**config.mk**
```make
export PLATFORM = sky130hd
export DESIGN_NAME = pipe_hazard_ctrl
export DESIGN_NICKNAME = d
export VERILOG_FILES = /design/src/rtl/phc_pkg.sv /design/src/rtl/phc_decode.sv /design/src/rtl/pipe_hazard_ctrl.sv
export SDC_FILE = /design/constraint.sdc
export NUM_CORES = 1
export LEC_CHECK = 0
export ABC_AREA = 1
export ABC_CLOCK_PERIOD_IN_PS = 1800
export BUFFER_PORTS_ARGS = -buffer_cell sky130_fd_sc_hd__clkbuf_2
export CAP_MARGIN = 5
export CORE_MARGIN = 5
export CORE_UTILIZATION = 48
export DETAILED_ROUTE_END_ITERATION = 6
export PLACE_DENSITY = 0.79
export SLEW_MARGIN = 20
export SYNTH_ARGS = -nofsm -noshare
export SYNTH_HDL_FRONTEND = slang
export SYNTH_HIERARCHICAL = 1
export SYNTH_SLANG_ARGS = --single-unit
```
**constraint.sdc**
```tcl
create_clock -name clk -period 1.8 [get_ports clk]
set_input_delay 0 -clock clk [delete_from_list [all_inputs] [get_ports clk]]
set_output_delay 0 -clock clk [all_outputs]
set_load 0.005 [all_outputs]
```
**src/rtl/phc_pkg.sv**
```systemverilog
// Shared decode constants, forwarding codes and FSM state for pipe_hazard_ctrl.
// Optional immediate ALU ops are enabled with PHC_IMM_ALU_EN.
package phc_pkg;

  localparam logic [5:0] OP_RTYPE = 6'b000000;
  localparam logic [5:0] OP_LW    = 6'b100011;
  localparam logic [5:0] OP_SW    = 6'b101011;
  localparam logic [5:0] OP_ADDI  = 6'b001000;
  localparam logic [5:0] OP_ANDI  = 6'b001100;
  localparam logic [5:0] OP_ORI   = 6'b001101;
  localparam logic [5:0] OP_XORI  = 6'b001110;

  localparam logic [5:0] FN_ADD = 6'b100000;
  localparam logic [5:0] FN_SUB = 6'b100010;
  localparam logic [5:0] FN_AND = 6'b100100;
  localparam logic [5:0] FN_OR  = 6'b100101;
  localparam logic [5:0] FN_XOR = 6'b100110;

  localparam logic [3:0] ALU_ADD = 4'b0010;
  localparam logic [3:0] ALU_SUB = 4'b0110;
  localparam logic [3:0] ALU_AND = 4'b0000;
  localparam logic [3:0] ALU_OR  = 4'b0001;
  localparam logic [3:0] ALU_XOR = 4'b1100;

  localparam logic [1:0] FWD_REG  = 2'b00;
  localparam logic [1:0] FWD_EXA  = 2'b01;
  localparam logic [1:0] FWD_MEMA = 2'b10;
  localparam logic [1:0] FWD_MEMD = 2'b11;

  typedef enum logic {RUN, STALL} state_t;

  typedef struct packed {
    logic       wreg;
    logic       m2reg;
    logic       wmem;
    logic       aluimm;
    logic       regrt;
    logic [3:0] aluc;
  } ctl_t;

endpackage

```
**src/rtl/phc_decode.sv**
```systemverilog
// Combinational op/funct decoder producing the control bundle and source usage.
// PHC_IMM_ALU_EN adds ADDI/ANDI/ORI/XORI; otherwise those opcodes are illegal.
module phc_decode
  import phc_pkg::*;
(
  input  logic [5:0] op,
  input  logic [5:0] funct,
  output ctl_t       ctl,
  output logic       illegal,
  output logic       rs_used,
  output logic       rt_used
);

  always_comb begin
    ctl     = '0;
    illegal = 1'b0;
    rs_used = 1'b0;
    rt_used = 1'b0;
    unique case (1'b1)
      op == OP_RTYPE: begin
        ctl.wreg = 1'b1;
        rs_used  = 1'b1;
        rt_used  = 1'b1;
        case (funct)
          FN_ADD:  ctl.aluc = ALU_ADD;
          FN_SUB:  ctl.aluc = ALU_SUB;
          FN_AND:  ctl.aluc = ALU_AND;
          FN_OR:   ctl.aluc = ALU_OR;
          FN_XOR:  ctl.aluc = ALU_XOR;
          default: begin
            ctl     = '0;
            illegal = 1'b1;
            rs_used = 1'b0;
            rt_used = 1'b0;
          end
        endcase
      end
      op == OP_LW: begin
        ctl.wreg   = 1'b1;
        ctl.m2reg  = 1'b1;
        ctl.aluimm = 1'b1;
        ctl.regrt  = 1'b1;
        ctl.aluc   = ALU_ADD;
        rs_used    = 1'b1;
      end
      op == OP_SW: begin
        ctl.wmem   = 1'b1;
        ctl.aluimm = 1'b1;
        ctl.aluc   = ALU_ADD;
        rs_used    = 1'b1;
        rt_used    = 1'b1;
      end
`ifdef PHC_IMM_ALU_EN
      op == OP_ADDI, op == OP_ANDI,
      op == OP_ORI,  op == OP_XORI: begin
        ctl.wreg   = 1'b1;
        ctl.aluimm = 1'b1;
        ctl.regrt  = 1'b1;
        rs_used    = 1'b1;
        case (op)
          OP_ANDI: ctl.aluc = ALU_AND;
          OP_ORI:  ctl.aluc = ALU_OR;
          OP_XORI: ctl.aluc = ALU_XOR;
          default: ctl.aluc = ALU_ADD;
        endcase
      end
`endif
      default: illegal = 1'b1;
    endcase
  end

endmodule

```
**src/rtl/pipe_hazard_ctrl.sv**
```systemverilog
// ID-stage control: decode, forwarding selects, load-use stall FSM, ID/EX register.
// Build option PHC_IMM_ALU_EN enables immediate ALU instructions in the decoder.
module pipe_hazard_ctrl
  import phc_pkg::*;
#(
  parameter int REG_AW     = 5,
  parameter int ALUC_W     = 4,
  parameter int LOAD_STALL = 1
) (
  input  logic              clk,
  input  logic              rst,
  input  logic              if_valid,
  input  logic [5:0]        op,
  input  logic [5:0]        funct,
  input  logic [REG_AW-1:0] rs,
  input  logic [REG_AW-1:0] rt,
  input  logic [REG_AW-1:0] rd,
  input  logic [REG_AW-1:0] m_dest,
  input  logic              m_wreg,
  input  logic              m_m2reg,
  output logic              stall,
  output logic              e_wreg,
  output logic              e_m2reg,
  output logic              e_wmem,
  output logic [ALUC_W-1:0] e_aluc,
  output logic              e_aluimm,
  output logic [REG_AW-1:0] e_dest,
  output logic [1:0]        e_fwda,
  output logic [1:0]        e_fwdb,
  output logic              e_illegal
);

  localparam logic [1:0] CNT_INIT = 2'(LOAD_STALL - 1);

  ctl_t              dctl;
  logic              illegal;
  logic              rs_used;
  logic              rt_used;
  logic [REG_AW-1:0] dest;
  logic [1:0]        fwda;
  logic [1:0]        fwdb;
  logic              hazard;
  logic              load_ok;
  state_t            state;
  state_t            state_n;
  logic [1:0]        cnt;
  logic [1:0]        cnt_n;

  phc_decode u_dec (
    .op      (op),
    .funct   (funct),
    .ctl     (dctl),
    .illegal (illegal),
    .rs_used (rs_used),
    .rt_used (rt_used)
  );

  assign dest = dctl.regrt ? rt : rd;

  // EX/MEM ALU result wins over anything older; loads in EX stall instead.
  function automatic logic [1:0] fwd_sel(
    input logic [REG_AW-1:0] r,
    input logic              used,
    input logic [REG_AW-1:0] ed,
    input logic              ew,
    input logic              em,
    input logic [REG_AW-1:0] md,
    input logic              mw,
    input logic              mm
  );
    logic [1:0] s;
    s = FWD_REG;
    if (used && r != '0) begin
      if (r == ed && ew && !em)
        s = FWD_EXA;
      else if (r == md && mw)
        s = mm ? FWD_MEMD : FWD_MEMA;
    end
    return s;
  endfunction

  assign fwda = fwd_sel(rs, rs_used, e_dest, e_wreg, e_m2reg,
                        m_dest, m_wreg, m_m2reg);
  assign fwdb = fwd_sel(rt, rt_used, e_dest, e_wreg, e_m2reg,
                        m_dest, m_wreg, m_m2reg);

  assign hazard = if_valid && e_wreg && e_m2reg
               && e_dest != '0
               && ((rs_used && rs == e_dest)
                || (rt_used && rt == e_dest));

  always_comb begin
    state_n = state;
    cnt_n   = cnt;
    stall   = 1'b0;
    load_ok = 1'b0;
    case (state)
      RUN: begin
        if (hazard) begin
          stall = 1'b1;
          cnt_n = CNT_INIT;
          if (CNT_INIT != 2'd0)
            state_n = STALL;
        end else begin
          load_ok = if_valid;
        end
      end
      STALL: begin
        stall = 1'b1;
        cnt_n = cnt - 2'd1;
        if (cnt == 2'd1)
          state_n = RUN;
      end
      default: state_n = RUN;
    endcase
  end

  always_ff @(posedge clk or posedge rst) begin
    if (rst) begin
      state     <= RUN;
      cnt       <= '0;
      e_wreg    <= 1'b0;
      e_m2reg   <= 1'b0;
      e_wmem    <= 1'b0;
      e_aluc    <= '0;
      e_aluimm  <= 1'b0;
      e_dest    <= '0;
      e_fwda    <= FWD_REG;
      e_fwdb    <= FWD_REG;
      e_illegal <= 1'b0;
    end else begin
      state <= state_n;
      cnt   <= cnt_n;
      if (load_ok) begin
        e_wreg    <= dctl.wreg;
        e_m2reg   <= dctl.m2reg;
        e_wmem    <= dctl.wmem;
        e_aluc    <= ALUC_W'(dctl.aluc);
        e_aluimm  <= dctl.aluimm;
        e_dest    <= illegal ? '0 : dest;
        e_fwda    <= fwda;
        e_fwdb    <= fwdb;
        e_illegal <= illegal;
      end else begin
        e_wreg    <= 1'b0;
        e_m2reg   <= 1'b0;
        e_wmem    <= 1'b0;
        e_aluc    <= '0;
        e_aluimm  <= 1'b0;
        e_dest    <= '0;
        e_fwda    <= FWD_REG;
        e_fwdb    <= FWD_REG;
        e_illegal <= 1'b0;
      end
    end
  end

endmodule

```
Yosys cells after proc, flatten, opt, wreduce, memory -nomap -nowiden. Cells that the tools add are included. W data, S select, Z words.

Register bits after elaboration: 21. Output and inout port bits: 19. Logic and storage cells: 86.

$add $sub $neg: 1. Equal/unequal tests: 13. Mux-type cells: 38. Bitwise operators: 1. Reductions and logical operators: 22.

Operator list (number): $eq A6 B6 Y1 const B (7); $eq A5 B5 Y1 (4); $mux W5 (4); $mux W2 (9); $pmux W4 S4 (1); $reduce_bool A5 Y1 (3); $logic_and A1 B1 Y1 (14); $pmux W1 S2 (7); $mux W1 (13); $pmux W2 S2 (2); $pmux W4 S2 (1); $logic_not A6 Y1 (1); $reduce_or A5 Y1 (1); $mux W4 (1); $eq A2 B1 Y1 const B (1); $ne A2 B2 Y1 const B (1); $reduce_or A2 Y1 (1); $sub A2 B1 Y2 const B (1); $logic_not A1 Y1 (1); $logic_or A1 B1 Y1 (1); $not A1 Y1 (1).

Logic depth before layout (Yosys ltp). Gate-level depths: netlist of the first run.

Word-level depth: 10. Gate-level depth with buffers: 12. Gate-level depth less buffers: 11.

Hierarchy. The synthesis of the first run kept the hierarchy.

By module, submodules not included: pipe_hazard_ctrl (times used 1, cells each 162, area each 1237.4 um2, seq. area each 525.5 um2); phc_decode (times used 1, cells each 37, area each 206.4 um2, seq. area each 0.0 um2).

Least setup slack after synthesis of the first run. Ideal clock, no wire load.

Path kind: register -> register. From: register e_dest[2]. To: register e_dest[0]. Arrival time: 1189 ps. Path slack: 489 ps. Stages on the path, launching flop included: 11. Buffers on the path: 1. Cells stage by stage: dfrtp_1 > inv_1 > nand2_1 > nand2_1 > nor2_1 > nand4_1 > nand2_1 > nand2_2 > nand3_4 > buf_12 > nor2_2.

Longest elaborated chain between the ends: 7. Elaborated cells on any way between the ends: 11.

Ends and longest elaborated chain: start: declaration (line pipe_hazard_ctrl.sv:27) `output logic [REG_AW-1:0] e_dest,`; start signal: assignment (line pipe_hazard_ctrl.sv:140) `e_dest <= illegal ? '0 : dest;`; $eq A5 B5 Y1, on equally long branches (line pipe_hazard_ctrl.sv:89, pipe_hazard_ctrl.sv:90); $logic_and A1 B1 Y1, on equally long branches (line pipe_hazard_ctrl.sv:89, pipe_hazard_ctrl.sv:90); $logic_or A1 B1 Y1 (line pipe_hazard_ctrl.sv:90) `|| (rt_used && rt == e_dest));`; $logic_and A1 B1 Y1 (*) (line pipe_hazard_ctrl.sv:89) `&& ((rs_used && rs == e_dest)`; $mux W1 (*) (line pipe_hazard_ctrl.sv:99) `if (hazard) begin`; $mux W1 (*) (line pipe_hazard_ctrl.sv:97) `case (state)`; $mux W5 (*) (line pipe_hazard_ctrl.sv:134) `if (load_ok) begin`.

Every way passes the cells marked *; elsewhere a longest branch is shown, timed or not. A chain may end at the register's enable or synchronous reset.

Worst setup path after layout of the first run.
From: input port funct[2]. To: output port stall.

Longest elaborated chain between the ends: 9. Elaborated cells on any way between the ends: 15.

Ends and longest elaborated chain: start: declaration (line pipe_hazard_ctrl.sv:14) `input logic [5:0] funct,`; $eq A6 B6 Y1 (line phc_decode.sv:24) `case (funct)`; $reduce_or A5 Y1 (no source line) (*); $mux W1 (*) (line phc_decode.sv:24); $pmux W1 S2 (*) (line phc_decode.sv:19) `unique case (1'b1)`; via rs_used (line pipe_hazard_ctrl.sv:37) `logic rs_used;`; $logic_and A1 B1 Y1 (*) (line pipe_hazard_ctrl.sv:89); $logic_or A1 B1 Y1 (*) (line pipe_hazard_ctrl.sv:90); $logic_and A1 B1 Y1 (*) (line pipe_hazard_ctrl.sv:89); $mux W1 (*) (line pipe_hazard_ctrl.sv:99); $pmux W1 S2 (*) (line pipe_hazard_ctrl.sv:97); end: declaration (line pipe_hazard_ctrl.sv:21) `output logic stall,`.

The timed path passes the listed nets; every way through them passes the cells marked *.

==> results of run 1 <==
-- placed cells by master (no fill, tap or decap), types with 2 or more instances in the layout --
master / n
clkbuf_2: 55
nand2_1: 46
inv_1: 39
nor2_1: 23
dfrtp_1: 21
nor2_2: 12
nand3_1: 10
nand4_1: 8
dlygate4sd3_1: 7
xor2_1: 5
o211ai_1: 5
xnor2_1: 4
nand2_2: 3
o21ai_0: 3
nor2_4: 3
clkbuf_4: 3
or2_2: 2
a21oi_1: 2
-- per-layer routing --
metal / vias to the layer above / wire length [µm]
met1: 607 / 1440
met3: 4 / 200
met5: - / 0
met2: 38 / 1640
met4: 0 / 27
li1: 731 / -
-- cell families (layout without fill, tap and decap cells) --
| group | after synthesis | after routing |
|---|---|---|
| AND/OR/NAND/NOR | 113 | 113 |
| buffers and inverters | 43 | 106 |
| flip-flops | 21 | 21 |
| AO/OA/AOI/OAI | 12 | 12 |
| XOR/XNOR | 9 | 9 |
| adder cells (fa/ha/maj) | 1 | 1 |
-- cell type report --
| class | count | area (µm²) | share of cell area [%] |
|---|---|---|---|
| Inverter | 40 | 150 | 8.22 |
| Clock buffer | 4 | 26.3 | 1.44 |
| Tap cell | 33 | 41.3 | 2.26 |
| Multi-Input combinational cell | 135 | 737 | 40.4 |
| Timing Repair Buffer | 62 | 345 | 18.9 |
| Sequential cell | 21 | 526 | 28.8 |
-- report_power, final --
group	internal [mW]	switching [mW]
Combinational	0.0720	0.0927
Sequential	0.474	0.00187
Clock	0.0863	0.142
Total	0.633	0.236
-- worst max-delay path: stages --
cell and delay, ns:
dlygate4sd3_1 0.52, clkbuf_2 0.12, inv_1 0.06, nor2_1 0.09, nand2_1 0.07, nor2_2 0.08
nand2_2 0.10, nand3_1 0.13, nand4_1 0.10, nand2_1 0.08, nand2_2 0.08, nand2_1 0.08
clkbuf_2 0.11
-- sequential cells by signal (all words and copies together) (netlist names) --
signal     count
e_wmem         1
e_fwdb         2
e_fwda         2
e_aluc         4
state          1
e_aluimm       1
e_wreg         1
e_illegal      1
cnt            2
e_dest         5
e_m2reg        1
-- worst max path at each step --
stage / startpoint / end / slack [ns] / cells past startpoint
6_report: funct[2] / stall / 0.18 / 13
5_1_grt: funct[2] / e_aluc[1] / 0.04 / 13
4_1_cts: funct[2] / stall / 0.18 / 13
3_5_place_dp: e_dest[2] / e_aluc[1] / 0.31 / 7
3_3_place_gp: e_dest[2] / e_dest[0] / 0.36 / 7
2_1_floorplan: e_dest[2] / e_dest[0] / 0.49 / 10
-- through the flow --
| stage | cells | utilization, % |
|---|---|---|
| floorplan | 199 | - |
| global placement | 284 | 58.1 |
| detailed placement | 284 | 58.1 |
| CTS | 295 | 61.3 |
| global route | 295 | 61.3 |
| finish | 295 | 61.3 |
-- timing repair --
item                       CTS  global route
buffers inserted             0             0
hold endpoints to repair    27             0
setup endpoints to repair    0             0
hold buffers                 7             0
==> run_results.csv, run 1 <==
group,metric,value,unit
status,status,"finished clean",
yosys,syn_nets,237,
pwr,power,0.869,mW
yosys,synth-seq-cells,21,
drt,wl_per_cell,11.2,µm
job,maxCapViolations,0,
hold_path,hold_path_depth,3,
clock_network,cts_tree,"yes",
timing,slew_violations,0,
floorplanning,die-width,64.8,µm
floorplanning,die_area,4200,µm²
cells_and_area,fin_nets,301,
hold_path,min_from,"rd[2]",
yosys,syn_area,1440,µm²
cells_and_area,fillers,291,
timing,worstMarginPinSlew,0.749,ns
placed_design,io_buffers,55,
floorplanning,start_util,48.5,%
floorplanning,ios,56,
timing,hold_violations,0,
timing,fmax,618,MHz
yosys,yosysUniqueCellTypes,28,
placed_design,dpl_cell_area,1730,µm²
worst_setup_path,reg2reg_from,"e_dest[2]",
worst_setup_path,reg2reg_to,"e_aluc[1]",
drt,vias_per_cell,4.68,
worst_setup_path,r2r_slack,0.29,ns
timing,finalSetupTns,0,ns
worst_setup_path,worstSetupStartpointType,"primary input",
global_routing,grt-busiest-layer,"met2",
pwr,p_per_area,476,nW/µm²
yosys,synth_area_leaders,"dfrtp_1 (36%), nand2_1 (12%), inv_1 (10%)",
yosys,yosys_warnings,6,
worst_setup_path,critical_path.endpoint_type,"output pin",
yosys,synth-edff-count,0,
placed_design,gp_congestion,0.858,
timing,finalCriticalPeriod,1.62,ns
worst_setup_path,worstPathMaxFanout,5,
placed_design,dp_slack,0.314,ns
cells_and_area,drive_gt1_share,32.1,%
yosys,synth-simple-area-share,39.3,%
global_routing,met3_usage,3.81,%
worst_setup_path,worstSetupPathType,"in2out",
drt,drc,0,
hold_path,holdPathEnd,"e_dest[2]",
timing,period_share,89.9,%
clock_network,cts_max_path_buffers,2,
cells_and_area,num_antenna_cells,0,
timing,skew,0.00656,ns
drt,drt-initial-drc-count,36,
global_routing,grt_max_degree,22,
clock_network,clkTransAtPathRegs,0.12,ns
worst_setup_path,required,1.80,ns
drt,first_pass_iters,4,
yosys,syn_area_per_cell,7.26,µm²
yosys,synth_area_leader_cell,"dfrtp_1",
yosys,synthMuxAreaShare,0,%
clock_network,htreeDepth,1,
yosys,ys_seq_area_share,36.4,%
global_routing,globalRouteMet1Util,19.7,%
cells_and_area,area_growth,26.4,%
yosys,synthAdderAreaFrac,0.867,%
timing,rsz0062_at_grt,"no",
global_routing,grtUsageTotal,16.4,%
hold_path,hp-class,"in2reg",
yosys,synth_compound_area_share,5.46,%
placed_design,dp_hpwl,2.73,mm
yosys,synth_common_cells,"nand2_1 (46), inv_1 (39), nor2_1 (23)",
global_routing,first_global_vias,1268,
timing,finalSetupViolations,0,
drt,postRouteWirelength,3.31,mm
clock_network,cts_num_sinks,21,
pwr,vdd_drop_max,258,µV
floorplanning,core_area,2980,µm²
clock_network,insertion_delay,0.30,ns
yosys,ys.flop_type,"dfrtp_1",
yosys,async_flop_share,100,%
timing,relSlewSlack,50.0,%
floorplanning,die_h,64.8,µm
yosys,yosysMostFrequentCell,"nand2_1",
cells_and_area,fin_area,1830,µm²
yosys,synth_top_cell_area_share,36.4,%
clock_network,cts_resized,0,
timing,holdWs,0.00620,ns
yosys,synth-xor-area-share,5.46,%
timing,setup_slack,0.181,ns
yosys,netlist_instances,199,
yosys,synth_top_family_by_area,"simple AND/OR/NAND/NOR gates",
global_routing,antenna_found_initial,0,
clock_network,cts_root_buf,"clkbuf_4",
worst_setup_path,cp.arrival,1.62,ns
pwr,cellLeakagePower,1.05,nW
worst_setup_path,rr_worst_depth,7,
drt,ant_nets,0,
floorplanning,std_cell_rows,20,
global_routing,grt_overflow,0,
drt,vias,1380,
global_routing,grt_pass1_wl,5.44,mm
clock_network,cts-buffers-inserted,3,
global_routing,met2_usage,29.4,%
Note: power is estimated with default switching activity, not from simulation.
==> run 2: changes to the inputs <==
--- a/config.mk
+++ b/config.mk
@@ -6,13 +6,13 @@
 export NUM_CORES = 1
 export LEC_CHECK = 0
 export ABC_AREA = 1
-export ABC_CLOCK_PERIOD_IN_PS = 1800
+export ABC_CLOCK_PERIOD_IN_PS = 2000
 export BUFFER_PORTS_ARGS = -buffer_cell sky130_fd_sc_hd__clkbuf_2
 export CAP_MARGIN = 5
 export CORE_MARGIN = 5
-export CORE_UTILIZATION = 48
+export CORE_UTILIZATION = 52
 export DETAILED_ROUTE_END_ITERATION = 6
-export PLACE_DENSITY = 0.79
+export PLACE_DENSITY = 0.84
 export SLEW_MARGIN = 20
 export SYNTH_ARGS = -nofsm -noshare
 export SYNTH_HDL_FRONTEND = slang
==> constraint.sdc (replaced) <==
create_clock -name clk -period 2 [get_ports clk]
set_input_delay 0 -clock clk [delete_from_list [all_inputs] [get_ports clk]]
set_output_delay 0 -clock clk [all_outputs]
set_load 0.005 [all_outputs]
==> run 2 against run 1 <==
Compared with the run above:
- critical path depth is the same
- via count barely moved
- first-iteration DRC count rose by 2.8%
- non-clock buffer count is the same
- routed wire length is 3.6% lower
- worst hold slack got worse by 0.0029 ns
- clock power decreased by 10%
- sequential power is 9.9% lower
- die area down 6.5%
- combinational power down 10%
- sequential share of layout area is essentially flat
- highest routed layer unchanged
==> run_results.csv, run 2 (synthesized netlist as in run 1, its figures left out) <==
group,metric,value,unit
cells_and_area,multi_input_area,737,µm²
clock_network,cts_root_buf,"clkbuf_4",
clock_network,cts-buffers-inserted,3,
cells_and_area,fillers,250,
cells_and_area,num_antenna_cells,0,
drt,first_pass_iters,4,
pwr,p_per_area,428,nW/µm²
timing,finalCriticalPeriod,1.61,ns
clock_network,insertion_delay,0.30,ns
pwr,vdd_drop_max,298,µV
worst_setup_path,required,2.00,ns
job,maxCapViolations,0,
timing,hold_violations,0,
clock_network,clkTransAtPathRegs,0.12,ns
timing,finalSetupTns,0,ns
worst_setup_path,reg2reg_from,"e_dest[2]",
worst_setup_path,cpMaxStageDelayCell,"dlygate4sd3_1",
timing,slew_violations,0,
worst_setup_path,worstSetupPathType,"in2out",
timing,worstMarginPinSlew,0.754,ns
cells_and_area,drive_gt1_share,32.4,%
worst_setup_path,path_cells,"dlygate4sd3_1 -> clkbuf_2 -> inv_1 -> nor2_1 -> nand2_1 -> nor2_2 -> nand2_2 -> nand3_1 -> nand4_1 -> nand2_1 -> nand2_2 -> nand2_1 -> clkbuf_2",
placed_design,io_buffers,55,
floorplanning,die_h,62.7,µm
global_routing,antenna_found_initial,0,
global_routing,grtUsageTotal,17.0,%
worst_setup_path,crit_buf_inv,4,
drt,vias_per_cell,4.71,
clock_network,cts_num_sinks,21,
timing,rsz0062_at_grt,"no",
worst_setup_path,cp.arrival,1.61,ns
drt,postRouteWirelength,3.19,mm
cells_and_area,seqCellArea,526,µm²
drt,drt-initial-drc-count,37,
floorplanning,ios,56,
worst_setup_path,critical_path.endpoint_type,"output pin",
cells_and_area,largest_reg_flops,5,
timing,skew,0.00355,ns
global_routing,grt_pass1_wl,5.48,mm
timing,fmax,620,MHz
worst_setup_path,reg2reg_to,"e_dest[3]",
global_routing,first_global_vias,1277,
floorplanning,core_area,2710,µm²
cells_and_area,fin_nets,301,
hold_path,hp-class,"in2reg",
clock_network,cts_tree,"yes",
worst_setup_path,cp_num_cells,13,
worst_setup_path,r2r_slack,0.56,ns
worst_setup_path,worst_path_most_repeated_cell,"nand2_1",
drt,ant_nets,0,
cells_and_area,reg_top3,"e_dest x5, e_aluc x4",
drt,drc,0,
worst_setup_path,critical-path-max-stage-delay,0.53,ns
floorplanning,start_util,53.3,%
cells_and_area,top_register,"e_dest",
floorplanning,die_area,3930,µm²
clock_network,cts_setup_buffers,0,
worst_setup_path,worstSetupStartpointType,"primary input",
worst_setup_path,rr_worst_depth,7,
timing,period_share,80.6,%
cells_and_area,final_common_cell,"clkbuf_2",
worst_setup_path,critPathTopFamily,"buffers and inverters",
global_routing,grt_max_degree,22,
floorplanning,die-width,62.7,µm
worst_setup_path,worstPathMaxFanout,5,
timing,finalSetupViolations,0,
hold_path,min_from,"rd[2]",
clock_network,cts_max_path_buffers,2,
hold_path,hold_path_depth,3,
global_routing,grt_overflow,0,
timing,relSlewSlack,49.7,%
pwr,cellLeakagePower,1.05,nW
drt,wl_per_cell,10.9,µm
placed_design,dp_hpwl,2.69,mm
cells_and_area,fin_util,67.3,%
floorplanning,std_cell_rows,19,
status,status,"finished clean",
placed_design,gp_congestion,0.826,
hold_path,holdPathEnd,"e_dest[2]",
clock_network,htreeDepth,1,
cells_and_area,final_cell_mix,"clkbuf_2 (55), nand2_1 (46), inv_1 (39)",
drt,vias,1381,
cells_and_area,area_growth,26.3,%
[run 2: cell types whose count changed in the layout (fill, tap and decap cells not counted), sizes merged]
cell / previous run / this run
clkinv: 0 / 1
clkbuf: 59 / 58
[run 2: how the worst max path moves through the flow]
stage	start	to	slack (ns)
after floorplan	e_dest[2]	e_dest[0]	0.69
after detailed placement	e_dest[2]	e_aluc[3]	0.55
final	funct[2]	stall	0.39
after global routing	funct[2]	stall	0.27
after global placement	e_dest[2]	e_aluc[3]	0.58
after CTS	funct[2]	stall	0.38
[run 2: worst min-delay path: stages]
cell and delay (ns):
clkbuf_2 0.07, o211ai_1 0.10, nor2_2 0.10
[run 2: per-stage QoR]
step	hold slack [ns]	cells	worst slack, ns	instance area (µm²)	power, mW
after floorplan	-0.0235	199	0.689	1440	0.515
after global placement	0.146	282	0.577	1730	0.573
after detailed placement	0.156	282	0.554	1730	0.575
after CTS	0.00396	293	0.380	1820	0.786
after global routing	0.0125	293	0.272	1820	0.823
final	0.00329	293	0.388	1820	0.782
[run 2: area by class of cell]
cell class                 instances  share of cell area, %
sequential                        21                   28.8
inverter                          40                   8.23
tap                               31                   2.13
multi-input combinational        135                   40.4
clock buffer                       3                   1.23
clock inverter                     1                  0.274
timing repair buffer              62                   18.9
[run 2: layer usage]
metal / wire, µm / part of all wire, % / global-route usage, %
met5: 0 / 0 / 0
met4: 44 / 1.4 / 5.57
met3: 238 / 7.5 / 3.78
met2: 1610 / 51 / 29.7
met1: 1300 / 41 / 20.5
[run 2: report_power, final]
group	internal, mW	total, mW	leakage (nW)	switching (mW)
clock	0.0745	0.205	0.0177	0.130
combinational	0.0648	0.148	0.750	0.0834
sequential	0.427	0.429	0.280	0.00164
[run 2: repair_timing]
item,in CTS,in global routing
hold buffers,7,0
hold endpoints to repair,27,0
resized for setup,0,0
==> run 3: changes to the inputs <==
--- a/config.mk
+++ b/config.mk
@@ -6,13 +6,13 @@
 export NUM_CORES = 1
 export LEC_CHECK = 0
 export ABC_AREA = 1
-export ABC_CLOCK_PERIOD_IN_PS = 2000
+export ABC_CLOCK_PERIOD_IN_PS = 1700
 export BUFFER_PORTS_ARGS = -buffer_cell sky130_fd_sc_hd__clkbuf_2
 export CAP_MARGIN = 5
 export CORE_MARGIN = 5
-export CORE_UTILIZATION = 52
+export CORE_UTILIZATION = 48
 export DETAILED_ROUTE_END_ITERATION = 6
-export PLACE_DENSITY = 0.84
+export PLACE_DENSITY = 0.79
 export SLEW_MARGIN = 20
 export SYNTH_ARGS = -nofsm -noshare
 export SYNTH_HDL_FRONTEND = slang
==> constraint.sdc (replaced) <==
create_clock -name clk -period 1.7 [get_ports clk]
set_input_delay 0 -clock clk [delete_from_list [all_inputs] [get_ports clk]]
set_output_delay 0 -clock clk [all_outputs]
set_load 0.005 [all_outputs]
==> run 3 against run 2 <==
Compared with the run above:
- combinational power rose by 18%
- register-to-register slack got worse by 0.36 ns
- flip-flop and latch count stayed put
- routed wire length down 0.78%
- non-clock buffer count is 2 higher
- first-iteration DRC count is 19% lower
- worst hold slack improved by 0.0058 ns
- clock power increased by 18%
- core utilization decreased by 5.2 points
- die area is 7.0% higher
- sequential power grew 17%
- design area is 1.4% higher
- highest routed layer unchanged
==> run_results.csv, run 3 (synthesized netlist as in run 1, its figures left out) <==
group,metric,value,unit
cells_and_area,fin_area,1850,µm²
worst_setup_path,worstSetupPathType,"in2out",
status,status,"finished clean",
timing,fmax,631,MHz
job,maxCapViolations,0,
global_routing,grt_pass1_wl,5.38,mm
worst_setup_path,reg2reg_to,"e_aluc[1]",
drt,first_pass_iters,4,
clock_network,insertion_delay,0.30,ns
hold_path,hp-class,"in2reg",
timing,finalCriticalPeriod,1.59,ns
pwr,cellLeakagePower,1.07,nW
cells_and_area,largest_reg_flops,5,
worst_setup_path,worstPathMaxFanout,5,
global_routing,grtUsageTotal,16.0,%
timing,relSlewSlack,49.6,%
cells_and_area,drive_gt1_share,33.3,%
pwr,power,0.919,mW
cells_and_area,fin_nets,303,
cells_and_area,final_common_cell,"clkbuf_2",
timing,finalSetupViolations,0,
global_routing,first_global_vias,1277,
pwr,p_per_area,497,nW/µm²
placed_design,dp_slack,0.219,ns
cells_and_area,final_cell_mix,"clkbuf_2 (55), nand2_1 (46), inv_1 (39)",
placed_design,gp_congestion,0.858,
cells_and_area,area_growth,28.2,%
worst_setup_path,r2r_slack,0.20,ns
global_routing,antenna_found_initial,0,
worst_setup_path,worstSetupStartpointType,"primary input",
floorplanning,die_h,64.8,µm
global_routing,grt_max_degree,22,
worst_setup_path,cp.arrival,1.59,ns
placed_design,dp_hpwl,2.70,mm
timing,slew_violations,0,
timing,hold_violations,0,
floorplanning,die_area,4200,µm²
floorplanning,ios,56,
floorplanning,core_area,2980,µm²
timing,holdWs,0.00904,ns
drt,postRouteWirelength,3.17,mm
worst_setup_path,crit_path_end,"stall",
cells_and_area,top_register,"e_dest",
clock_network,cts_num_sinks,21,
cells_and_area,multi_input_area,747,µm²
timing,skew,0.00695,ns
cells_and_area,reg_top3,"e_dest x5, e_aluc x4",
worst_setup_path,rr_worst_depth,7,
drt,vias,1390,
worst_setup_path,required,1.70,ns
global_routing,grt_overflow,0,
worst_setup_path,reg2reg_from,"e_dest[2]",
drt,wl_per_cell,10.7,µm
pwr,vdd_drop_max,276,µV
clock_network,clkTransAtPathRegs,0.11,ns
clock_network,htreeDepth,1,
floorplanning,die-width,64.8,µm
hold_path,min_from,"funct[1]",
cells_and_area,fillers,280,
drt,ant_nets,0,
cells_and_area,num_antenna_cells,0,
timing,finalSetupTns,0,ns
drt,vias_per_cell,4.68,
clock_network,cts_root_buf,"clkbuf_4",
clock_network,cts_tree,"yes",
timing,setup_slack,0.114,ns
clock_network,cts-buffers-inserted,3,
placed_design,dpl_cell_area,1730,µm²
worst_setup_path,critical_path.endpoint_type,"output pin",
timing,worstMarginPinSlew,0.756,ns
drt,drc,0,
worst_setup_path,critPathLaunch,"funct[2]",
timing,period_share,93.3,%
drt,drt-initial-drc-count,30,
floorplanning,start_util,48.5,%
placed_design,io_buffers,55,
cells_and_area,seqCellArea,526,µm²
clock_network,cts_max_path_buffers,2,
floorplanning,std_cell_rows,20,
==> run 3: worst min path at each step <==
| stage | endpoint | slack [ns] | cells past startpoint |
|---|---|---|---|
| CTS | e_aluc[3] | 0.001 | 5 |
| detailed placement | e_fwdb[0] | 0.16 | 2 |
| global route | e_aluc[3] | 0.01 | 5 |
| finish | e_aluc[3] | 0.009 | 5 |
| floorplan | cnt[0] | -0.02 | 1 |
| global placement | cnt[0] | 0.16 | 2 |
==> run 3: timing repair <==
| action | 4_1_cts | 5_1_grt |
|---|---|---|
| hold buffers | 7 | 0 |
| endpoints found under the setup margin | 0 | 7 |
| endpoints found under the hold margin | 27 | 0 |
| setup buffers | 0 | 2 |
| gates resized for setup | 0 | 2 |
==> run 3: final cells by class <==
cell class	count	area share [%]
Clock buffer	4	1.42
Inverter	40	8.11
Multi-Input combinational cell	135	40.4
Sequential cell	21	28.4
Tap cell	33	2.23
Timing Repair Buffer	64	19.5
==> run 3: per-layer routing <==
| metal | GRT usage, % | wire length (µm) | up-vias |
|---|---|---|---|
| met1 | 19.6 | 1410 | 613 |
| met3 | 3.99 | 198 | 2 |
| met2 | 28.7 | 1550 | 36 |
| li1 | - | - | 739 |
| met5 | 0 | 0 | - |
| met4 | 2.37 | 12 | 0 |
==> run 3: critical path, cell delays in order <==
cell	delay, ns
dlygate4sd3_1	0.52
clkbuf_2	0.12
inv_1	0.06
nor2_1	0.09
nand2_1	0.07
nor2_2	0.08
nand2_2	0.10
nand3_2	0.10
nand4_1	0.10
nand2_1	0.09
nand2_2	0.08
nand2_1	0.07
clkbuf_2	0.11
==> run 3: report_power, final <==
group          internal, mW  total [mW]  switching [mW]
logic                0.0768       0.175          0.0977
clock network        0.0914       0.241           0.149
registers             0.502       0.504         0.00176
==> run 3: per-stage QoR <==
| stage | util [%] | instances |
|---|---|---|
| after floorplan | - | 199 |
| after global placement | 58.1 | 284 |
| after detailed placement | 58.1 | 284 |
| after CTS | 61.3 | 295 |
| after global routing | 62.1 | 297 |
| final | 62.1 | 297 |
